==> src/rtl/serial_cfg_tx.sv <==
// serial_cfg_tx: serial programming master for the backend configuration port.
// Latches gain codes on an accepted start and shifts a fixed MSB-first frame
// (header 3'b101, gainA1[2:0], gainA2[1:0]) onto o_sclk/o_sdin.
// Optional build macro SERIAL_CFG_PARITY_EN appends an even-parity bit over
// the five payload bits (header excluded), making the frame 9 bits long.
//
// state  | meaning
// -------+------------------------------------------------------------
// IDLE   | no frame; waits for i_start, o_done pulses on entry
// LOW    | o_sclk low for DIV cycles, o_sdin holds the current bit
// HIGH   | o_sclk high for DIV cycles, backend samples on the rising edge
// GAP    | lines idle low for GAP cycles before the frame completes
module serial_cfg_tx #(
    parameter int DIV = 4,
    parameter int GAP = 8
) (
    input  logic       i_clk,
    input  logic       i_resetbAll,
    input  logic       i_start,
    input  logic [2:0] i_gainA1,
    input  logic [1:0] i_gainA2,
    output logic       o_sclk,
    output logic       o_sdin,
    output logic       o_busy,
    output logic       o_done
);

`ifdef SERIAL_CFG_PARITY_EN
    localparam int NBITS = 9;
`else
    localparam int NBITS = 8;
`endif

    localparam int HW = $clog2(DIV + 1);
    localparam int GW = $clog2(GAP + 1);

    localparam logic [HW-1:0] HALF_LOAD = HW'(DIV - 1);
    localparam logic [GW-1:0] GAP_LOAD  = GW'(GAP - 1);
    localparam logic [3:0]    BIT_LOAD  = 4'(NBITS - 1);

    localparam logic [1:0] S_IDLE = 2'd0;
    localparam logic [1:0] S_LOW  = 2'd1;
    localparam logic [1:0] S_HIGH = 2'd2;
    localparam logic [1:0] S_GAP  = 2'd3;

    logic [1:0]       r_state;
    logic [HW-1:0]    r_half_cnt;
    logic [GW-1:0]    r_gap_cnt;
    logic [3:0]       r_bit_cnt;
    // Holds the bits still to be sent after the one currently on o_sdin.
    logic [NBITS-2:0] r_shift;
    logic             r_sclk;
    logic             r_sdin;
    logic             r_busy;
    logic             r_done;

    logic [NBITS-1:0] w_frame;

    // Assemble the frame from the live gain inputs; only used in the accept cycle.
    always_comb begin
`ifdef SERIAL_CFG_PARITY_EN
        w_frame = {3'b101, i_gainA1, i_gainA2, ^{i_gainA1, i_gainA2}};
`else
        w_frame = {3'b101, i_gainA1, i_gainA2};
`endif
    end

    // Frame sequencer: all line outputs are registered so they leave glitch-free.
    always_ff @(posedge i_clk or negedge i_resetbAll) begin
        if (!i_resetbAll) begin
            r_state    <= S_IDLE;
            r_half_cnt <= '0;
            r_gap_cnt  <= '0;
            r_bit_cnt  <= '0;
            r_shift    <= '0;
            r_sclk     <= 1'b0;
            r_sdin     <= 1'b0;
            r_busy     <= 1'b0;
            r_done     <= 1'b0;
        end else begin
            r_done <= 1'b0;
            case (r_state)
                S_IDLE: begin
                    if (i_start) begin
                        r_state    <= S_LOW;
                        r_half_cnt <= HALF_LOAD;
                        r_bit_cnt  <= BIT_LOAD;
                        r_sdin     <= w_frame[NBITS-1];
                        r_shift    <= w_frame[NBITS-2:0];
                        r_sclk     <= 1'b0;
                        r_busy     <= 1'b1;
                    end
                end
                S_LOW: begin
                    if (r_half_cnt == '0) begin
                        r_state    <= S_HIGH;
                        r_half_cnt <= HALF_LOAD;
                        r_sclk     <= 1'b1;
                    end else begin
                        r_half_cnt <= r_half_cnt - 1'b1;
                    end
                end
                S_HIGH: begin
                    if (r_half_cnt == '0) begin
                        r_sclk <= 1'b0;
                        if (r_bit_cnt != '0) begin
                            // Next bit goes out on the same edge o_sclk falls.
                            r_state    <= S_LOW;
                            r_half_cnt <= HALF_LOAD;
                            r_bit_cnt  <= r_bit_cnt - 1'b1;
                            r_sdin     <= r_shift[NBITS-2];
                            r_shift    <= {r_shift[NBITS-3:0], 1'b0};
                        end else begin
                            r_state   <= S_GAP;
                            r_gap_cnt <= GAP_LOAD;
                            r_sdin    <= 1'b0;
                        end
                    end else begin
                        r_half_cnt <= r_half_cnt - 1'b1;
                    end
                end
                S_GAP: begin
                    if (r_gap_cnt == '0) begin
                        r_state <= S_IDLE;
                        r_busy  <= 1'b0;
                        r_done  <= 1'b1;
                    end else begin
                        r_gap_cnt <= r_gap_cnt - 1'b1;
                    end
                end
                default: begin
                    r_state <= S_IDLE;
                    r_sclk  <= 1'b0;
                    r_sdin  <= 1'b0;
                    r_busy  <= 1'b0;
                end
            endcase
        end
    end

    assign o_sclk = r_sclk;
    assign o_sdin = r_sdin;
    assign o_busy = r_busy;
    assign o_done = r_done;

endmodule

==> config.mk <==
export PLATFORM = sky130hd
export DESIGN_NAME = serial_cfg_tx
export DESIGN_NICKNAME = d
export VERILOG_FILES = /design/src/rtl/serial_cfg_tx.sv
export SDC_FILE = /design/constraint.sdc
export NUM_CORES = 1
export LEC_CHECK = 0
export CAP_MARGIN = 20
export CORE_ASPECT_RATIO = 0.6
export CORE_MARGIN = 2
export CORE_UTILIZATION = 31
export CTS_CLUSTER_DIAMETER = 50
export DETAILED_ROUTE_END_ITERATION = 8
export SLEW_MARGIN = 15
export SYNTH_ARGS = -nofsm -noshare
export SYNTH_HDL_FRONTEND = slang
export SYNTH_SLANG_ARGS = --single-unit
==> constraint.sdc <==
create_clock -name i_clk -period 1.7 [get_ports i_clk]
set_clock_uncertainty 0.2 [all_clocks]
set_input_delay 0.17 -clock i_clk [delete_from_list [all_inputs] [get_ports i_clk]]
set_output_delay 0.17 -clock i_clk [all_outputs]
set_load 0.05 [all_outputs]
==> key figures <==
Outcome
  • Status: complete, but fails checks
  • Violated checks: setup timing

Synthesis
  • Syn Inst Count: 140
  • Yosys warnings: 0
  • Syn_area_per_cell: between 9 and 10 µm²
  • Syn Nets: 157
  • Post-synthesis sequential area ratio: between 40% and 50%
  • Flops & latches, synth: 24
  • Synth cell types: 39
  • Syn Std Cell Area: 1370 µm²

Flow run
  • Max_cap viols: 0

Clock tree
  • Number of clock sinks: 24
  • Clk buf depth: 2
  • H-tree depth: 1
  • Num CTS Buffers: 3
  • CTS tree: built
  • Reg clk slew, reported paths: ~0.090 ns
  • Clock root cell: clkbuf_8
  • Skew-Pair Late Insertion Delay: between 0.2 and 0.3 ns
  • Cts hold-fix bufs: 0

Drt
  • Routed WL per cell: ~14 µm
  • DRT iter0 DRCs: 41
  • Routed via count: 1288
  • Drc violations: 0
  • Post-DR vias/cell: ~5.0
  • WL final: about 3500 µm
  • DRT Pass-1 Iters: 4
  • Post-route ant nets: 0

Setup path
  • Setup crit end kind: flop
  • Critical Path Start Type: flop
  • Worst-path maximum fanout: 4
  • Reg2reg start: r_gap_cnt[1]
  • R2R depth: 6
  • CP startpoint: r_gap_cnt[1]
  • WP data required: 1.69 ns
  • Worst EP arrival: 1.87 ns
  • WS Path Type: reg -> reg

Placed design
  • HPWL Detailed: roughly 2500 µm
  • Port Buffers: 11
  • Placed cells: 246
  • Final GP Congestion: between 0.8 and 0.9

Power and ir drop
  • Final Power: roughly 3.8 mW
  • Pwr dens: 1760 nW/µm²
  • Leak: 0.919 nW
  • Worst VDD drop: 0.000777 V

Floorplanning
  • Row count: 18
  • Initial Util: between 30% and 40%
  • Die W: ~90 µm
  • Io pins: 12
  • Core ar.: 4190 µm²
  • Die ar.: ~5000 µm²
  • DIE HEIGHT: 55.5 µm

STA
  • Final Hold Viols: 0
  • Worst hold margin: between 0.04 and 0.05 ns
  • Worst setup margin: -0.174 ns
  • Max-Slew Margin vs Limit: 76.7%
  • RSZ-0062 raised after global routing: yes
  • Min Tclk post-route: 1.87 ns
  • Slew @ Worst Pin: 0.349 ns
  • Final-report setup violation count: 23
  • Fmax: 534 MHz
  • TNS Setup: -2.01 ns
  • Slew Limit Fails: 0
  • Period Utilization, post-route: 110%

GRT
  • GRT overflow: 0
  • Number of global-route vias before repair: 1287
  • Largest net degree at the start of global routing: 25
  • Initial antenna violation count: 0
  • First-pass GRT wire length: 6220 µm
  • Overall routing resource usage: 15.4%

Final layout
  • P&R area growth vs syn: 56.2%
  • Filler cell count: 377
  • Register Area: 601 µm²
  • Final Non-Filler Cells: 257
  • Final core utilization: 51.1%
  • Footprint of the multi-input gates: between 800 and 900 µm²
  • # diodes: 0
  • Nets: 215
  • Layout cells sized above 1: 45.2%

Worst hold path
  • HP Class: in -> async
cells in the mapped netlist, drive strengths merged:
master / count / area [µm²]
a211oi: 2 / 27.5
a21o: 2 / 15.0
a21oi: 12 / 60.1
a221oi: 1 / 26.3
a22o: 3 / 26.3
a22oi: 8 / 60.1
a31oi: 3 / 18.8
a32o: 1 / 10.0
a32oi: 2 / 17.5
and3: 3 / 18.8
buf: 3 / 15.0
clkbuf: 1 / 3.75
dfrtp: 24 / 601
ha: 9 / 113
inv: 13 / 48.8
mux2i: 1 / 10.0
nand2: 8 / 30.0
nand2b: 2 / 12.5
nand3: 4 / 20.0
nand3b: 1 / 7.51
nand4: 1 / 6.26
nand4b: 1 / 8.76
nand4bb: 1 / 11.3
nor2: 6 / 22.5
nor2b: 3 / 18.8
nor3: 2 / 10.0
nor3b: 2 / 20.0
nor4: 1 / 6.26
o211a: 1 / 10.0
o211ai: 1 / 7.51
o21ai: 11 / 55.1
o22ai: 2 / 12.5
o2bb2ai: 1 / 8.76
or2: 2 / 12.5
or3b: 2 / 20.0
worst max-delay path: stages (launching register included):
cell and delay, ns:
dfrtp_1 0.40, inv_2 0.08, ha_4 0.13, or3b_4 0.40, a221oi_4 0.35, a21oi_2 0.08
a31oi_1 0.14
routing by layer:
layer / vias up / wire length [µm] / GRT usage, %
met2: 24 / 1570 / 22.9
li1: 626 / - / -
met4: 0 / 15 / 4.40
met1: 634 / 1860 / 22.6
met3: 4 / 92 / 3.27
met5: - / 0 / 0
per-stage QoR:
stage	worst slack [ns]	cell area, µm²
after CTS	-0.173	2090
final	-0.174	2140
after global placement	-0.119	1900
after floorplan	-0.104	1460
after global routing	-0.287	2140
after detailed placement	-0.183	1900
cells in the final DEF (no fill, tap or decap), types with 2 or more instances in the layout:
cell type,count
buf_6,5
ha_1,4
o21ai_0,4
and3_1,3
a31oi_1,3
nand2_1,8
or2_4,2
inv_2,6
a21oi_1,10
nand3_1,3
a21oi_2,2
a22o_1,3
nor2b_1,2
dfrtp_1,24
a22oi_1,3
o21ai_1,5
or3b_4,2
clkbuf_8,3
inv_1,7
buf_4,44
nor3_1,2
clkdlybuf4s50_1,7
ha_4,4
nor2_1,6
a22oi_2,5
a32oi_1,2
final timing paths:
check                                      to  slack, ns
worst max-delay path               r_state[1]      -0.17
worst min-delay path               r_shift[0]       0.05
worst max register to register     r_state[1]      -0.17
worst min register to register  r_half_cnt[1]       0.34
max in group asynchronous          r_shift[1]       1.01
min in group i_clk                 r_shift[0]       0.30
flip-flops by register name, indices dropped and copies added (netlist names):
| name | cells |
|---|---|
| o_sdin | 1 |
| r_bit_cnt | 4 |
| o_done | 1 |
| o_sclk | 1 |
| r_half_cnt | 3 |
| r_gap_cnt | 4 |
| o_busy | 1 |
| r_state | 2 |
| r_shift | 7 |
kinds of logic after synthesis:
group / count (synthesis) / synth area share [%]
DFF: 24 / 43.8
muxes: 1 / 0.730
and+or+nand+nor: 39 / 16.4
buffers and inverters: 17 / 4.93
AOI/OAI and AO/OA: 50 / 25.9
adders and majority gates: 9 / 8.21
power breakdown:
part / internal [mW] / switching (mW) / total [mW]
combinational: 1.21 / 1.08 / 2.29
sequential: 0.773 / 0.204 / 0.977
clock: 0.315 / 0.192 / 0.508
final cells by class:
type	instances	area share [%]
multi-input cells	99	40.6
flip-flops and latches	24	28.0
repair buffers	57	22.3
well taps	60	3.50
inverters	13	2.28
clock buffers	3	1.93
clock inverters	1	1.40
what timing repair did:
item,in CTS,in global routing
pin swaps,19,4
resized for setup,25,6
gates cloned,0,0
endpoints found under the hold margin,0,0
setup endpoints to repair,23,23
setup buffers,4,3
(Power assumes the default switching activity.)
